## src/rtl/ahb_pkg.sv

```systemverilog
`default_nettype none
// ---------------------------------------------------------------------------
// ahb_pkg: AHB encodings, checker bit indices and burst address helpers.
// Revision: 1.0
// ---------------------------------------------------------------------------
package ahb_pkg;

  localparam int unsigned AW_MAX     = 64;
  localparam int unsigned NUM_CHECKS = 8;

  typedef enum logic [1:0] {
    IDLE   = 2'd0,
    BUSY   = 2'd1,
    NONSEQ = 2'd2,
    SEQ    = 2'd3
  } htrans_e;

  typedef enum logic [2:0] {
    SINGLE = 3'd0,
    INCR   = 3'd1,
    WRAP4  = 3'd2,
    INCR4  = 3'd3,
    WRAP8  = 3'd4,
    INCR8  = 3'd5,
    WRAP16 = 3'd6,
    INCR16 = 3'd7
  } hburst_e;

  typedef enum logic [1:0] {
    B_IDLE  = 2'd0,
    B_FIXED = 2'd1,
    B_UNDEF = 2'd2
  } bstate_e;

  typedef enum logic [0:0] {
    R_OK   = 1'b0,
    R_ERR1 = 1'b1
  } rstate_e;

  localparam int unsigned VIOL_SEQ_NO_BURST = 0;
  localparam int unsigned VIOL_CTRL_CHANGE  = 1;
  localparam int unsigned VIOL_ADDR_SEQ     = 2;
  localparam int unsigned VIOL_EARLY_TERM   = 3;
  localparam int unsigned VIOL_OVERRUN      = 4;
  localparam int unsigned VIOL_WAIT_STABLE  = 5;
  localparam int unsigned VIOL_ERR_RESP     = 6;
  localparam int unsigned VIOL_ALIGN_SIZE   = 7;

  // INCR has no defined length; it reports 1 so the beat counter stays at 0.
  function automatic logic [4:0] burst_len(input hburst_e hburst);
    case (hburst)
      WRAP4, INCR4:   burst_len = 5'd4;
      WRAP8, INCR8:   burst_len = 5'd8;
      WRAP16, INCR16: burst_len = 5'd16;
      default:        burst_len = 5'd1;
    endcase
  endfunction

  function automatic logic [AW_MAX-1:0] next_addr(input logic [AW_MAX-1:0] addr,
                                                  input logic [2:0]        size,
                                                  input hburst_e           burst);
    logic [AW_MAX-1:0] inc;
    logic [AW_MAX-1:0] sum;
    logic [AW_MAX-1:0] bnd;
    inc = AW_MAX'(1) << size;
    sum = addr + inc;
    case (burst)
      WRAP4:   bnd = inc << 2;
      WRAP8:   bnd = inc << 3;
      WRAP16:  bnd = inc << 4;
      default: bnd = '0;
    endcase
    if (bnd == '0) begin
      next_addr = sum;
    end else begin
      next_addr = (addr & ~(bnd - AW_MAX'(1))) | (sum & (bnd - AW_MAX'(1)));
    end
  endfunction

endpackage
`default_nettype wire

```

## src/rtl/ahb_burst_tracker.sv

```systemverilog
`default_nettype none
// ---------------------------------------------------------------------------
// ahb_burst_tracker: burst FSM, remaining-beat counter and expected next address.
// Revision: 1.0
// ---------------------------------------------------------------------------
module ahb_burst_tracker
  import ahb_pkg::*;
#(
  parameter int unsigned ADDR_WIDTH = 32
) (
  input  logic                  clk_i,
  input  logic                  rst_ni,
  input  logic [1:0]            htrans_i,
  input  logic                  hready_i,
  input  logic [ADDR_WIDTH-1:0] haddr_i,
  input  logic [2:0]            hburst_i,
  input  logic [2:0]            hsize_i,
  input  logic                  hwrite_i,
  output logic                  in_idle_o,
  output logic                  in_fixed_o,
  output logic                  last_beat_o,
  output logic [ADDR_WIDTH-1:0] next_addr_o,
  output logic [2:0]            burst_o,
  output logic [2:0]            size_o,
  output logic                  write_o
);

  bstate_e               state_q, state_d;
  logic [3:0]            beats_q, beats_d;
  logic [ADDR_WIDTH-1:0] naddr_q, naddr_d;
  hburst_e               burst_q, burst_d;
  logic [2:0]            size_q, size_d;
  logic                  write_q, write_d;

  htrans_e           w_trans;
  hburst_e           w_burst;
  logic [AW_MAX-1:0] w_nxt_ns_full;
  logic [AW_MAX-1:0] w_nxt_sq_full;

  assign w_trans       = htrans_e'(htrans_i);
  assign w_burst       = hburst_e'(hburst_i);
  assign w_nxt_ns_full = next_addr(AW_MAX'(haddr_i), hsize_i, w_burst);
  // SEQ beats follow the burst in progress but resync to the observed address.
  assign w_nxt_sq_full = next_addr(AW_MAX'(haddr_i), size_q, burst_q);

  if (ADDR_WIDTH < AW_MAX) begin : g_hi_unused
    logic w_unused_hi;
    assign w_unused_hi = ^{w_nxt_ns_full[AW_MAX-1:ADDR_WIDTH],
                           w_nxt_sq_full[AW_MAX-1:ADDR_WIDTH]};
  end

  always_ff @(posedge clk_i or negedge rst_ni) begin
    if (!rst_ni) begin
      state_q <= B_IDLE;
      beats_q <= '0;
      naddr_q <= '0;
      burst_q <= SINGLE;
      size_q  <= '0;
      write_q <= 1'b0;
    end else begin
      state_q <= state_d;
      beats_q <= beats_d;
      naddr_q <= naddr_d;
      burst_q <= burst_d;
      size_q  <= size_d;
      write_q <= write_d;
    end
  end

  always_comb begin
    state_d = state_q;
    beats_d = beats_q;
    naddr_d = naddr_q;
    burst_d = burst_q;
    size_d  = size_q;
    write_d = write_q;
    if (hready_i) begin
      case (w_trans)
        NONSEQ: begin
          state_d = (w_burst == INCR) ? B_UNDEF : B_FIXED;
          beats_d = 4'(burst_len(w_burst) - 5'd1);
          naddr_d = w_nxt_ns_full[ADDR_WIDTH-1:0];
          burst_d = w_burst;
          size_d  = hsize_i;
          write_d = hwrite_i;
        end
        SEQ: begin
          if (beats_q != '0) beats_d = beats_q - 4'd1;
          naddr_d = w_nxt_sq_full[ADDR_WIDTH-1:0];
        end
        IDLE:    state_d = B_IDLE;
        default: ;
      endcase
    end
  end

  always_comb begin
    in_idle_o   = (state_q == B_IDLE);
    in_fixed_o  = (state_q == B_FIXED);
    last_beat_o = (beats_q == '0);
    next_addr_o = naddr_q;
    burst_o     = burst_q;
    size_o      = size_q;
    write_o     = write_q;
  end

endmodule
`default_nettype wire

```

## config.mk

```make
export PLATFORM = sky130hd
export DESIGN_NAME = ahb_burst_tracker
export DESIGN_NICKNAME = d
export VERILOG_FILES = /design/src/rtl/ahb_pkg.sv /design/src/rtl/ahb_burst_tracker.sv
export SDC_FILE = /design/constraint.sdc
export NUM_CORES = 1
export LEC_CHECK = 0
export ABC_AREA = 1
export CORE_ASPECT_RATIO = 0.5
export CORE_MARGIN = 5
export CORE_UTILIZATION = 57
export DETAILED_ROUTE_END_ITERATION = 10
export PLACE_DENSITY = 0.83
export SLEW_MARGIN = 20
export SYNTH_ARGS = -nofsm -noshare
export SYNTH_HDL_FRONTEND = slang
export SYNTH_SLANG_ARGS = --single-unit
```

## constraint.sdc

```tcl
create_clock -name clk_i -period 2.8 [get_ports clk_i]
set_input_delay 0.28 -clock clk_i [delete_from_list [all_inputs] [get_ports clk_i]]
set_output_delay 0.28 -clock clk_i [all_outputs]
set_load 0.02 [all_outputs]
```

==> results of run 1 <==
-- power by group --
part	total, mW	leakage, nW	switching (mW)	internal, mW
logic	2.03	3.83	1.27	0.765
registers	0.887	0.553	0.108	0.778
clock network	0.649	0.0704	0.312	0.337
total	3.57	4.45	1.69	1.88
-- cell usage in the layout (no fill, tap or decap), types with 6 or more instances in the layout --
cell and instances:
a21oi_1 14, buf_4 75, clkdlybuf4s50_1 84, dfrtp_1 41, ha_1 16, inv_1 105
inv_2 14, nand2_1 563, nand2_2 11, nand3_1 94, nand3_2 9, nand4_1 19
nor2_1 82, nor2_2 9, nor3_1 11, o21ai_0 38, o21ai_1 10, xnor2_1 6
xor2_1 28
-- worst min-delay path by stage --
stage | start | end | slack, ns | depth (start not counted)
after floorplan | rst_ni | beats_q[0] | -0.02 | 0
after global placement | next_addr_o[7] | next_addr_o[7] | 0.46 | 2
after detailed placement | next_addr_o[26] | next_addr_o[26] | 0.47 | 2
after CTS | rst_ni | beats_q[2] | 0.21 | 1
after global routing | rst_ni | beats_q[2] | 0.04 | 1
final | rst_ni | beats_q[2] | -0.01 | 1
-- critical path, delay by kind of cell --
kind,cells,cell delay (ns)
XOR/XNOR,1,0.15
adder cells (fa/ha/maj),1,0.36
AO/OA/AOI/OAI,2,0.31
buffers and inverters,3,0.72
AND/OR/NAND/NOR,11,1.12
-- routing by layer --
layer / vias up / global-route usage, % / share of wire, %
li1: 3913 / - / -
met1: 3669 / 48.78 / 43
met2: 485 / 52.48 / 42
met3: 69 / 5.767 / 12
met4: 0 / 11.22 / 2.9
met5: - / 0 / 0
-- cell type report --
cell class | count | area (um2)
clock buffer | 5 | 125.1
clock inverter | 3 | 25.02
fill | 949 | 2874
inverter | 122 | 467.9
multi-input combinational | 964 | 4649
sequential | 45 | 1131
tap | 145 | 181.4
timing repair buffer | 160 | 1424
-- cells by family after synthesis --
logic type	count (synthesis)
muxes	3
adders and majority gates	23
DFF	45
xor gates and xnor gates	35
AOI/OAI and AO/OA	78
buffers and inverters	154
and+or+nand+nor	824
-- timing repair --
action / CTS / global route
buffers inserted: 0 / 2
setup endpoints to repair: 0 / 25
endpoints found under the hold margin: 0 / 0
gates resized for setup: 0 / 36
-- sequential cells by signal, summed over array words and instances, names as in the netlist --
signal       count
size_o           3
beats_q          4
write_o          1
burst_o          3
state_q          2
next_addr_o     32
==> flow_summary.ini, run 1 <==
[outcome]
outcome = finished with violations
violations = negative hold slack

[placed_design]
dp.cells = 1433
pre_cts_ws_ns = -0.2107
hpwl_um = 18510
place_congestion = 1.043
port_buffers = 85
place_area_um2 = 7690

[global_route]
antenna_found_initial = 0
grt_start_max_net_pins = 46
grt_pass1_vias = 7338
overflow = 0
grt_util_all_layers_pct = 34.19
grt_pass1_wl_um = 36590

[cells_and_area]
fin_cells = 1444
drive_gt1_share_pct = 12.39
final_area_um2 = 8004
syn_to_final_growth_pct = 27.56
n_antenna_cell = 0
finalNetCount = 1365
final_core_util_pct = 73.58

[logic_synthesis]
avgSynthCellArea_um2 = 5.400
synthTopCellsByArea = nand2_1, dfrtp_1, nand3_1
ys.flop_type = dfrtp_1
ys_ff_latch = 45
synthAdderAreaFrac_pct = 4.826
synth_top_family_by_area = simple AND/OR/NAND/NOR gates
synth_xor_area_share_pct = 4.885
postSynthCellCount = 1162
yosysMostFrequentCell = nand2_1
synth_edf_count = 0
synth_top_area_cell = nand2_1
synth_common_cells = nand2_1, inv_1, nand3_1
yosys.area_share.simple_pct = 54.90
synth_compound_area_share_pct = 6.780
muxShareOfSynthArea_pct = 0.5384
synth_cell_types = 43
synthesis.area_um2 = 6275
syn_nets = 1229
synth.top_cell.area_share_pct = 34.28
ys_seq_area_share_pct = 17.95
yosys_warnings = 0
async_flop_share_pct = 100.0

[floorplanning]
die_area_um2 = 13330
die_w_um = 158.4
fp.dieH_um = 84.19
core_area_um2 = 10880
top_level_ports = 86
rows = 27
start_util_pct = 57.68

[critical_path]
cp-end-kind = flip-flop
path_class = primary input to flip-flop
cp.required_ns = 3.03
r2r_setup_slack_ns = 0.17
r2r_end = next_addr_o[26]
max_stage_delay_ns = 0.45
worstSetupStartpointType = primary input
crit_top_cell = nand2_1
critPathSlowestCell = clkdlybuf4s50_1
arrival_ns = 2.97
crit_chain = clkdlybuf4s50_1, buf_4, nand3_1, inv_1, ha_1, nand2_1, nor2_2, nand2_1, o211ai_1, nand2_1, nand2_2, xor2_1, nand2_1, o21ai_0, nand2_1, nand2_1, nand2_1, nand2_1
cp-endpoint = next_addr_o[14]
cp_max_fo = 4
crit_path_start = hsize_i[0]
reg2reg_depth = 16
rr_startpoint = size_o[1]

[timing]
drv_slew = 0
fmax_ghz = 0.3650
worst_slew_pin_slew_ns = 0.6027
period_minus_slack_ns = 2.740
tns_ns = 0
clock_skew_ns = 0.01098
relSlewSlack_pct = 59.82
hold_slack_ns = -0.01380
setup_ws_ns = 0.06019
fin_crit_sh_pct = 97.85
rsz0062_at_grt = yes
hold_viol = 27
finalSetupViolCount = 0

[cts]
postCtsHoldBufs = 0
cts.sinks = 45
clock_latency_ns = 0.30
cts_buffers = 5
clk_pin_slew_ns = 0.08
cts_tree = yes
h-tree-depth = 2
cts_root_buf = clkbuf_16
clockBufferDepth = 2

[drt]
first_pass_iters = 7
avgViaCountPerCell = 5.634
wl_per_cell_um = 16.37
num_vias = 8136
drc = 0
ant_nets = 0
drt-total-wl_um = 23630
drt_iter0_markers = 972

[pwr]
powerDensity_nw_per_um2 = 446.1
vdd_drop_max_uv = 345.7
p_leak_nw = 4.449
power_mw = 3.571

[run]
cap_violations = 0

[min_path]
hold_path_class = primary input to async pin
(Power assumes the default switching activity.)
==> run 2, diff against run 1 <==
Settings changed: CORE_UTILIZATION 57 to 58, CTS_BUF_LIST from default to sky130_fd_sc_hd__clkbuf_4 sky130_fd_sc_hd__clkbuf_8, PLACE_DENSITY 0.83 to 0.84.
==> run 2 against run 1 <==
The run now ends clean. Wire length is 5.7% lower. Worst hold slack better by 0.50 ns. Cell area is 1.7% lower. Combinational power hardly changed. Sequential share of layout area is 0.24 points higher. Global-route usage is 1.2 points lower. Worst setup slack better by 0.079 ns. Sequential power is 1% lower. Largest cell class unchanged.
==> flow_summary.ini, run 2 (same netlist as run 1, synthesis figures left out) <==
[cts]
clk_pin_slew_ns = 0.11
cts_root_buf = clkbuf_8
cts_tree = yes
clockBufferDepth = 2
clock_latency_ns = 0.32
h-tree-depth = 2
cts.sinks = 45
cts_buffers = 5

[run]
cap_violations = 0

[timing]
hold_slack_ns = 0.4900
drv_slew = 0
relSlewSlack_pct = 51.47
fmax_ghz = 0.3758
hold_viol = 0
finalSetupViolCount = 0
clock_skew_ns = 0.008825
period_minus_slack_ns = 2.661
tns_ns = 0
worst_slew_pin_slew_ns = 0.7262
fin_crit_sh_pct = 95.04

[cells_and_area]
n_antenna_cell = 0
drive_gt1_share_pct = 11.71
syn_to_final_growth_pct = 25.42
finalNetCount = 1356
layout_commonest_cell = nand2_1
largest_reg_flops = 32
final_cell_mix = nand2_1, inv_1, nand3_1

[critical_path]
cp.required_ns = 3.07
reg2reg_depth = 16
worstSetupStartpointType = flip-flop
cp-end-kind = flip-flop
arrival_ns = 2.93
r2r_end = next_addr_o[10]
cp_max_fo = 7
r2r_setup_slack_ns = 0.14
path_class = flip-flop to flip-flop
rr_startpoint = size_o[2]

[pwr]
pwr-share-clk_pct = 13.5
powerDensity_nw_per_um2 = 422.8
p_comb_share_pct = 60.1
power_switching_mw = 1.609
swShare_pct = 48.36
power_frac_seq_pct = 26.4
power_mw = 3.327
p_leak_nw = 4.378
vdd_drop_max_uv = 329.2
power.internal_mw = 1.718

[floorplanning]
die_area_um2 = 13130
start_util_pct = 60.47
fp.dieH_um = 83.55
core_area_um2 = 10380
die_w_um = 157.1
top_level_ports = 86
rows = 26

[drt]
drt-total-wl_um = 22300
avgViaCountPerCell = 5.595
num_vias = 8001
ant_nets = 0
drt_iter0_markers = 1067
drc = 0
first_pass_iters = 9
wl_per_cell_um = 15.59

[global_route]
grt_start_max_net_pins = 46
antenna_found_initial = 0
grt_pass1_vias = 7192
grt_pass1_wl_um = 35540
grt_util_all_layers_pct = 33.03
overflow = 0

[placed_design]
place_congestion = 1.040
port_buffers = 85
hpwl_um = 17610

[min_path]
hold_path_class = primary input to async pin

[outcome]
outcome = complete, no violations
-- run 2: cell types whose count changed in the layout (fill, tap and decap cells not counted), sizes merged --
| cell | change |
|---|---|
| buf | -9 |
| dlygate4sd3 | +1 |
| nor2 | -1 |
-- run 2: layer usage --
| layer | vias to the layer above | routed length, um | GRT usage [%] |
|---|---|---|---|
| met5 | - | 0 | 0 |
| met4 | 0 | 512 | 8.587 |
| met3 | 60 | 2417 | 5.438 |
| met2 | 477 | 9726 | 51.09 |
| met1 | 3566 | 9639 | 47.69 |
| li1 | 3898 | - | - |
-- run 2: how the worst max path moves through the flow --
| stage | from | to | cells after the start |
|---|---|---|---|
| 2_1_floorplan | size_o[1] | next_addr_o[30] | 18 |
| 3_3_place_gp | hsize_i[0] | next_addr_o[26] | 18 |
| 3_5_place_dp | hsize_i[0] | next_addr_o[26] | 18 |
| 4_1_cts | hsize_i[0] | next_addr_o[26] | 18 |
| 5_1_grt | hsize_i[1] | next_addr_o[27] | 21 |
| 6_report | size_o[2] | next_addr_o[10] | 16 |
-- run 2: final cells by class --
cell class,instances,area (um2)
Tap cell,140,175.2
Clock inverter,3,21.27
Timing Repair Buffer,152,1354
Clock buffer,5,68.82
Multi-Input combinational cell,963,4654
Fill cell,872,2507
Sequential cell,45,1131
Inverter,122,465.4
-- run 2: power groups by stage --
stage / registers (mW) / clock network (mW) / logic [mW]
final: 0.877 / 0.450 / 2.00
after global routing: 0.894 / 0.481 / 2.18
after CTS: 0.870 / 0.454 / 1.91
after detailed placement: 0.881 / 0 / 1.90
after global placement: 0.876 / 0 / 1.86
after floorplan: 1.00 / 0 / 1.06
-- run 2: critical path, cell delays in order (launching register included) --
cell     delay (ns)
dfrtp_2        0.47
inv_2          0.12
nand3_1        0.12
inv_1          0.14
ha_2           0.33
a21oi_1        0.21
nand2_1        0.18
nand2_1        0.12
nand2_1        0.19
nand2_1        0.17
xor2_1         0.16
nand3_1        0.09
nand2_1        0.08
nand2_1        0.05
nand2_1        0.08
nand2_1        0.05
nand2_1        0.06
-- run 2: what timing repair did --
action / CTS / global route
hold buffers: 0 / 1
gates resized for setup: 0 / 35
endpoints found under the hold margin: 0 / 1
endpoints found under the setup margin: 0 / 24
buffers inserted: 0 / 3
-- run 2: metrics by stage --
step           util (%)  cell area [um2]  std cells  setup WS (ns)
5_1_grt           75.84             7870       1430       -0.04705
4_1_cts           74.07             7686       1426        0.05488
6_report          75.84             7870       1430         0.1388
2_1_floorplan         -             6275       1162         0.3954
3_3_place_gp      73.20             7596       1418        -0.1320
3_5_place_dp      73.20             7596       1418        -0.2399
